### src/rtl/prbs_pkg.sv
// Shared definitions for the multi-polynomial PRBS generator: mode codes, tap and
// length tables, and seed sanitising.
package prbs_pkg;

  localparam logic [2:0] MODE_PRBS7  = 3'd0;
  localparam logic [2:0] MODE_PRBS9  = 3'd1;
  localparam logic [2:0] MODE_PRBS15 = 3'd2;
  localparam logic [2:0] MODE_PRBS23 = 3'd3;
  localparam logic [2:0] MODE_PRBS31 = 3'd4;

  localparam int unsigned MAX_LEN = 31;

  typedef logic [MAX_LEN-1:0] prbs_state_t;

  // Codes above PRBS31 have no polynomial and fall back to PRBS7.
  function automatic logic [2:0] prbs_mode_fix(logic [2:0] mode);
    return (mode > MODE_PRBS31) ? MODE_PRBS7 : mode;
  endfunction

  function automatic int unsigned prbs_len(logic [2:0] mode);
    case (mode)
      MODE_PRBS9:  return 9;
      MODE_PRBS15: return 15;
      MODE_PRBS23: return 23;
      MODE_PRBS31: return 31;
      default:     return 7;
    endcase
  endfunction

  // Tap mask with bits (a-1) and (b-1) set; the feedback bit is the XOR of the masked state.
  function automatic prbs_state_t prbs_taps(logic [2:0] mode);
    case (mode)
      MODE_PRBS9:  return 31'h0000_0110;
      MODE_PRBS15: return 31'h0000_6000;
      MODE_PRBS23: return 31'h0042_0000;
      MODE_PRBS31: return 31'h4800_0000;
      default:     return 31'h0000_0060;
    endcase
  endfunction

  function automatic prbs_state_t prbs_mask(logic [2:0] mode);
    logic [63:0] m;
    m = (64'd1 << prbs_len(mode)) - 64'd1;
    return m[MAX_LEN-1:0];
  endfunction

  // An all-zero LFSR never leaves zero, so a zero seed is replaced by all ones.
  function automatic prbs_state_t prbs_seed(prbs_state_t seed, logic [2:0] mode);
    prbs_state_t s;
    s = seed & prbs_mask(mode);
    return (s == '0) ? prbs_mask(mode) : s;
  endfunction

endpackage

### src/rtl/prbs_lfsr_core.sv
// Combinational W-step unroll of the Fibonacci LFSR for the selected polynomial.
module prbs_lfsr_core
  import prbs_pkg::*;
#(
  parameter int unsigned W = 8
) (
  input  prbs_state_t  state,
  input  logic [2:0]   mode,
  output prbs_state_t  state_next,
  output logic [W-1:0] word
);

  prbs_state_t taps;
  prbs_state_t mask;
  prbs_state_t s;
  logic        nb;

  always_comb begin
    taps = prbs_taps(mode);
    mask = prbs_mask(mode);
    s    = state;
    nb   = 1'b0;
    word = '0;
    for (int unsigned k = 0; k < W; k++) begin
      nb      = ^(s & taps);
      word[k] = nb;
      s       = {s[MAX_LEN-2:0], nb} & mask;
    end
    state_next = s;
  end

endmodule

### src/rtl/prbs_gen.sv
// Multi-polynomial PRBS source with valid/ready output, seed load and zero-lock protection.
// Define PRBS_ERR_INJECT_EN to add inj_i, which flips bit 0 of one generated word.
module prbs_gen
  import prbs_pkg::*;
#(
  parameter int unsigned W        = 8,
  parameter logic [2:0]  DEF_MODE = 3'd0,
  parameter logic [30:0] DEF_SEED = 31'h7FFF_FFFF,
  parameter bit          INVERT   = 1'b0
) (
  input  logic         clk,
  input  logic         reset,
`ifdef PRBS_ERR_INJECT_EN
  input  logic         inj_i,
`endif
  input  logic         en_i,
  input  logic         load_i,
  input  logic [2:0]   mode_i,
  input  logic [30:0]  seed_i,
  output logic [W-1:0] data_o,
  output logic         valid_o,
  input  logic         ready_i,
  output logic [2:0]   mode_o
);

  localparam logic [2:0]  RstMode  = prbs_mode_fix(DEF_MODE);
  localparam prbs_state_t RstState = prbs_seed(DEF_SEED, RstMode);

  logic [2:0]   mode_q, mode_d;
  prbs_state_t  state_q, state_d, state_step;
  logic [W-1:0] data_q, data_d, word, flip;
  logic         valid_q, valid_d;
  logic         adv;

  prbs_lfsr_core #(
    .W (W)
  ) u_core (
    .state      (state_q),
    .mode       (mode_q),
    .state_next (state_step),
    .word       (word)
  );

  assign adv = en_i & (~valid_q | ready_i) & ~load_i;

  // Output-only inversion; the LFSR state never sees it.
  always_comb begin
    flip = {W{INVERT}};
`ifdef PRBS_ERR_INJECT_EN
    flip[0] = flip[0] ^ inj_i;
`endif
  end

  always_comb begin
    mode_d  = mode_q;
    state_d = state_q;
    data_d  = data_q;
    valid_d = valid_q;
    if (load_i) begin
      mode_d  = prbs_mode_fix(mode_i);
      state_d = prbs_seed(seed_i, mode_d);
      valid_d = 1'b0;
    end else if (adv) begin
      state_d = state_step;
      data_d  = word ^ flip;
      valid_d = 1'b1;
    end else if (ready_i) begin
      valid_d = 1'b0;
    end
  end

  always_ff @(posedge clk or negedge reset) begin
    if (!reset) begin
      mode_q  <= RstMode;
      state_q <= RstState;
      data_q  <= '0;
      valid_q <= 1'b0;
    end else begin
      mode_q  <= mode_d;
      state_q <= state_d;
      data_q  <= data_d;
      valid_q <= valid_d;
    end
  end

  assign data_o  = data_q;
  assign valid_o = valid_q;
  assign mode_o  = mode_q;

endmodule
### config.mk
export PLATFORM = sky130hd
export DESIGN_NAME = prbs_gen
export DESIGN_NICKNAME = d
export VERILOG_FILES = /design/src/rtl/prbs_pkg.sv /design/src/rtl/prbs_lfsr_core.sv /design/src/rtl/prbs_gen.sv
export SDC_FILE = /design/constraint.sdc
export NUM_CORES = 1
export LEC_CHECK = 0
export ABC_CLOCK_PERIOD_IN_PS = 6500
export CAP_MARGIN = 10
export CORE_MARGIN = 8
export CORE_UTILIZATION = 35
export CTS_CLUSTER_DIAMETER = 80
export CTS_CLUSTER_SIZE = 40
export DETAILED_ROUTE_END_ITERATION = 10
export PLACE_DENSITY = 0.63
export SLEW_MARGIN = 15
export SYNTH_ARGS = -nofsm -noshare
export SYNTH_HDL_FRONTEND = slang
export SYNTH_SLANG_ARGS = --single-unit
### constraint.sdc
create_clock -name clk -period 6.5 [get_ports clk]
set_input_delay 0.65 -clock clk [delete_from_list [all_inputs] [get_ports clk]]
set_output_delay 0.65 -clock clk [all_outputs]
set_load 0.02 [all_outputs]
==> metrics.cfg, run 1 <==
[status]
status=finished clean

[critical_path]
cp.arrival_ns=3.44
crit_family=buffers and inverters
reg2reg_slack_ns=3.62
critPathKind=in2reg
rr_startpoint=mode_o[1]$_DFFE_PN0P_
critPathLaunchType=primary input
startpoint=mode_i[0]
worstPathCellList=clkdlybuf4s50_1 -> nor2_1 -> xnor2_1 -> ha_1 -> inv_1 -> a32oi_1 -> o2111ai_1 -> nor3_2 -> buf_4 -> o211ai_1 -> nand3_1
critical_path_depth=11
crit_buf_inv=3
critPathMaxStageDelay_ns=0.53
r2r_cells=10
critPathSlowestCell=clkdlybuf4s50_1
worstReg2RegEnd=data_o[7]$_DFFE_PN0P_
critPathCaptureType=register
critPathRequiredTime_ns=6.74
critical_path.endpoint=state_q[9]$_DFFE_PN0P_
crit_fanout=22

[synth]
synth_cell_type_count=55
syn_area_per_cell_um2=8.35
synth_warnings=0
synth_top_area_cell=dfrtp_1
synth-main-ff-cell=dfrtp_1
ys_top_cells_by_area=dfrtp_1, xnor2_1, o21ai_0, dfstp_2, nand2_1
synth.ff_latch_count=43
syn_inst=360
synthTopCellsByCount=nand2_1, o21ai_0, dfrtp_1, nor2_1, xnor2_1
yosysTopAreaCellShare_pct=30.0
async_flop_share_pct=100
synth_edf_count=0
yosysMostFrequentCell=nand2_1
ys_seq_area_share_pct=36.1
synth_area_um2=3010

[timing]
fin_worst_skew_ns=0.00380
finalWorstSetupSlack_ns=3.30
max_slew_margin_pct=36.8
hold_ws_ns=0.485
period_needed_ns=3.20
setup_viol=0
slew_violations=0
worstMarginPinSlew_ns=0.947
period_share_pct=49.3
finalHoldViolations=0
rsz0062_at_grt=false
max_freq_ghz=0.312
tns_ns=0

[power_and_ir_drop]
power_frac_seq_pct=40.9
power.leakage_nw=1.54
comb_power_share_pct=31.1
p_int_uw=594
vdd_drop_max_v=0.000113
swShare_pct=32.7
clkPwrFrac_pct=28.0
switchingPower_uw=289
p_per_area_nw_per_um2=239

[detailed_routing]
postRouteWirelength_um=9170
drt_iter0_drc=248
viasPerCell=5.78
first_pass_iters=5
drc_errors=0
vias=2911
wl_per_cell_um=18.2
detail-route-antenna-nets=0

[min_path]
min_path_type=in2async

[floorplanning]
core_um2=8510
die_area_um2=11800
rows=34
initial_core_util_pct=35.3
ios=51
die_h_um=109
dieWidth_um=109

[grt]
grt_max_degree=44
grt_pass1_vias=2850
antenna_found_initial=0
grt-ovfl-total=0
grtUsageTotal_pct=15.6
grt_pass1_wl_um=14500

[final_layout]
drive_gt1_share_pct=7.07
antenna_cells=0
nNetsFinal=436
final_area_um2=3680
fillers=885
final_util_pct=43.3
area_delta_synth_final_pct=22.6

[clocking]
cts_num_sinks=43
cts_tree=done
h-tree-depth=2
clkLatencyLatePin_ns=0.30
ctsHoldBuffers=0
clk_pin_slew_ns=0.08
ctsResizeCount=0
clk_path_buf_depth=2
numCtsBuffers=5
post_cts_buffers=0
root_buffer=clkbuf_8

[flow_run]
max_cap_violations=0

[placement]
port_buffers=50
dpl.hpwl_um=7000
pre_cts_slack_ns=3.04
gp_congestion=0.917
dpl-instance-area_um2=3550

stage by stage:
| stage | power, mW | std cells |
|---|---|---|
| final | 0.883 | 504 |
| after global routing | 0.927 | 504 |
| after CTS | 0.888 | 504 |
| after detailed placement | 0.641 | 496 |
| after global placement | 0.637 | 496 |
| after floorplan | 0.518 | 361 |
per-layer routing:
| layer | vias up | share of wire [%] | track usage [%] |
|---|---|---|---|
| met3 | 19 | 5.8 | 2.19 |
| met1 | 1406 | 45 | 20.8 |
| met5 | - | 0 | 0 |
| met2 | 125 | 47 | 24.6 |
| met4 | 0 | 2.7 | 7.04 |
| li1 | 1361 | - | - |
cells in the final DEF (no fill, tap or decap), drive strengths merged, types with 3 or more instances in the layout:
cell type	instances
inv	8
clkbuf	6
xor2	16
buf	3
clkdlybuf4s50	49
a22oi	21
dfrtp	36
mux2i	3
a221oi	4
o211ai	7
nand3	4
nor2	26
nand2	48
nor3	3
a211oi	3
nor2b	6
o22ai	3
mux2	3
dfstp	7
nor3b	5
o21ai	42
nor4	5
nand4	3
xnor2	25
or3	5
a21oi	14
a32oi	3
and3	4
worst min path at each step:
stage                                      from                      end  slack (ns)  cells after the start
after detailed placement  data_o[1]$_DFFE_PN0P_    data_o[1]$_DFFE_PN0P_        0.47                      2
after global placement    data_o[0]$_DFFE_PN0P_    data_o[0]$_DFFE_PN0P_        0.46                      2
final                                     reset  state_q[18]$_DFFE_PN0P_        0.49                      1
after global routing      data_o[3]$_DFFE_PN0P_    data_o[3]$_DFFE_PN0P_        0.51                      2
after floorplan                           reset    data_o[0]$_DFFE_PN0P_        0.35                      0
after CTS                 data_o[1]$_DFFE_PN0P_    data_o[1]$_DFFE_PN0P_        0.49                      2
area by class of cell:
cell class	count	area (µm²)	share of cell area, %
Clock buffer	6	72.6	1.97
Clock inverter	2	60.1	1.63
Inverter	8	30.0	0.815
Multi-Input combinational cell	285	1790	48.6
Sequential cell	43	1080	29.4
Tap cell	108	135	3.67
Timing Repair Buffer	52	510	13.9
power by group through the flow:
stage               logic, mW  registers, mW  clock network, mW
finish                  0.275          0.361              0.247
global route            0.299          0.367              0.260
CTS                     0.276          0.360              0.251
detailed placement      0.275          0.366                  0
global placement        0.273          0.364                  0
floorplan               0.156          0.362                  0
sequential cells by signal, indices dropped and copies added (netlist names):
| name | flops |
|---|---|
| state_q | 31 |
| data_o | 8 |
| mode_o | 3 |
| valid_o | 1 |
kinds of logic after synthesis:
family / Yosys count / share of synthesized area, %
XOR/XNOR: 41 / 11.9
buffers and inverters: 33 / 4.45
adder cells (fa/ha/maj): 2 / 0.832
flip-flops: 43 / 36.1
AND/OR/NAND/NOR: 122 / 20.3
AO/OA/AOI/OAI: 112 / 24.2
other: 1 / 0.125
multiplexers: 6 / 2.12
worst reg2reg max path, cell delays in order (launching register included):
cell     delay [ns]
dfrtp_1        0.63
or3_1          0.48
nand2_1        0.16
inv_1          0.06
ha_1           0.32
nor2b_1        0.07
xnor2_1        0.15
o22ai_1        0.10
nor3_1         0.41
xnor2_1        0.12
mux2_2         0.27
(Power assumes the default switching activity.)
==> inputs of run 2 (changes only) <==
--- a/config.mk
+++ b/config.mk
@@ -5,7 +5,7 @@
 export SDC_FILE = /design/constraint.sdc
 export NUM_CORES = 1
 export LEC_CHECK = 0
-export ABC_CLOCK_PERIOD_IN_PS = 6500
+export ABC_CLOCK_PERIOD_IN_PS = 3200
 export CAP_MARGIN = 10
 export CORE_MARGIN = 8
 export CORE_UTILIZATION = 35
==> constraint.sdc (replaced) <==
create_clock -name clk -period 3.2 [get_ports clk]
set_input_delay 0.32 -clock clk [delete_from_list [all_inputs] [get_ports clk]]
set_output_delay 0.32 -clock clk [all_outputs]
set_load 0.02 [all_outputs]
==> run 2 against run 1 <==
  * Worst setup slack worse by 2.8 ns
  * Critical path depth fell by 1
  * Via count rose by 0.76%
  * Register-to-register slack worse by 3.1 ns
  * First-iteration DRC count grew 8.9%
  * Critical endpoint is now data_o[7]$_DFFE_PN0P_
  * Largest cell class unchanged
  * Highest routed layer unchanged
==> metrics.cfg, run 2 (synthesis results as in run 1) <==
[detailed_routing]
drt_iter0_drc=270
viasPerCell=5.75
drc_errors=0
first_pass_iters=6
postRouteWirelength_um=9610
vias=2933
wl_per_cell_um=18.8
detail-route-antenna-nets=0

[timing]
period_share_pct=84.1
max_freq_ghz=0.372
period_needed_ns=2.69
finalHoldViolations=0
tns_ns=0
hold_ws_ns=0.184
fin_worst_skew_ns=0.0102
slew_violations=0
worstMarginPinSlew_ns=1.01
setup_viol=0
max_slew_margin_pct=32.8
rsz0062_at_grt=false

[grt]
grt_pass1_wl_um=15300
grtUsageTotal_pct=16.5
grt-ovfl-total=0
grt_max_degree=44
grt_pass1_vias=2901
antenna_found_initial=0

[power_and_ir_drop]
p_per_area_nw_per_um2=474
power.leakage_nw=1.57
vdd_drop_max_v=0.000180

[critical_path]
critPathKind=reg2reg
critPathRequiredTime_ns=3.40
crit_fanout=5
cp.arrival_ns=2.89
critPathLaunchType=register
critPathCaptureType=register

[final_layout]
largest_reg_flops=31
drive_gt1_share_pct=8.71
nNetsFinal=442
antenna_cells=0
largest-register=state_q
area_delta_synth_final_pct=23.6
final_cell_mix=clkdlybuf4s50_1, nand2_1, o21ai_0
layout_commonest_cell=clkdlybuf4s50_1

[clocking]
root_buffer=clkbuf_8
h-tree-depth=2
ctsResizeCount=0
cts_num_sinks=43
numCtsBuffers=5
cts_tree=done
post_cts_buffers=0
ctsHoldBuffers=0
clk_pin_slew_ns=0.09
clkLatencyLatePin_ns=0.31
clk_path_buf_depth=2

[floorplanning]
ios=51
die_h_um=109
core_um2=8510
rows=34
die_area_um2=11800
dieWidth_um=109
initial_core_util_pct=35.3

[placement]
gp_congestion=0.948
dpl.hpwl_um=7070
port_buffers=50

[min_path]
min_path_type=in2async

[flow_run]
max_cap_violations=0

[status]
status=finished clean

-- run 2: critical path: stages (launching register included) --
cell and delay [ns]:
dfrtp_1 0.44, or3_1 0.41, nand2_1 0.16, inv_1 0.06, ha_1 0.32, nor2b_1 0.07
xnor2_1 0.13, o22ai_1 0.09, nor3_1 0.49, xnor2_1 0.13, mux2_2 0.28
-- run 2: final timing paths --
kind                                           end  slack, ns             startpoint  cells after the start
min reg2reg                  data_o[0]$_DFFE_PN0P_       0.48  data_o[0]$_DFFE_PN0P_                      2
max reg2reg                  data_o[7]$_DFFE_PN0P_       0.51  mode_o[2]$_DFFE_PN0P_                     10
min in group clk             data_o[0]$_DFFE_PN0P_       0.48  data_o[0]$_DFFE_PN0P_                      2
min                        state_q[22]$_DFFE_PN0P_       0.18                  reset                      1
max in group asynchronous    data_o[6]$_DFFE_PN0P_       2.39                  reset                      1
max                          data_o[7]$_DFFE_PN0P_       0.51  mode_o[2]$_DFFE_PN0P_                     10
-- run 2: where the power goes --
group,internal [mW],leakage [nW],switching [mW]
clock network,0.253,0.0612,0.201
logic,0.274,0.958,0.310
registers,0.627,0.549,0.0951
total,1.15,1.57,0.607
-- run 2: per-stage QoR --
step                total power [mW]  cells  worst slack, ns  util [%]  instance area, µm²
floorplan                       1.05    361            0.724         -                3010
global placement                1.30    502            0.511      42.3                3600
detailed placement              1.31    502            0.342      42.3                3600
CTS                             1.76    510            0.590      43.7                3710
global route                    1.85    510            0.399      43.7                3710
finish                          1.76    510            0.510      43.7                3710
-- run 2: final cells by class --
type | instances | area [µm²]
Fill cell | 871 | 4790
Multi-Input combinational cell | 285 | 1790
Inverter | 8 | 30.0
Clock inverter | 2 | 35.0
Clock buffer | 6 | 82.6
Timing Repair Buffer | 58 | 556
Sequential cell | 43 | 1080
Tap cell | 108 | 135
-- run 2: routing by layer --
metal | vias up | track usage, % | wire (µm)
li1 | 1370 | - | -
met5 | - | 0 | 0
met1 | 1439 | 22.4 | 4390
met3 | 16 | 1.60 | 421
met2 | 108 | 26.3 | 4570
met4 | 0 | 7.04 | 231
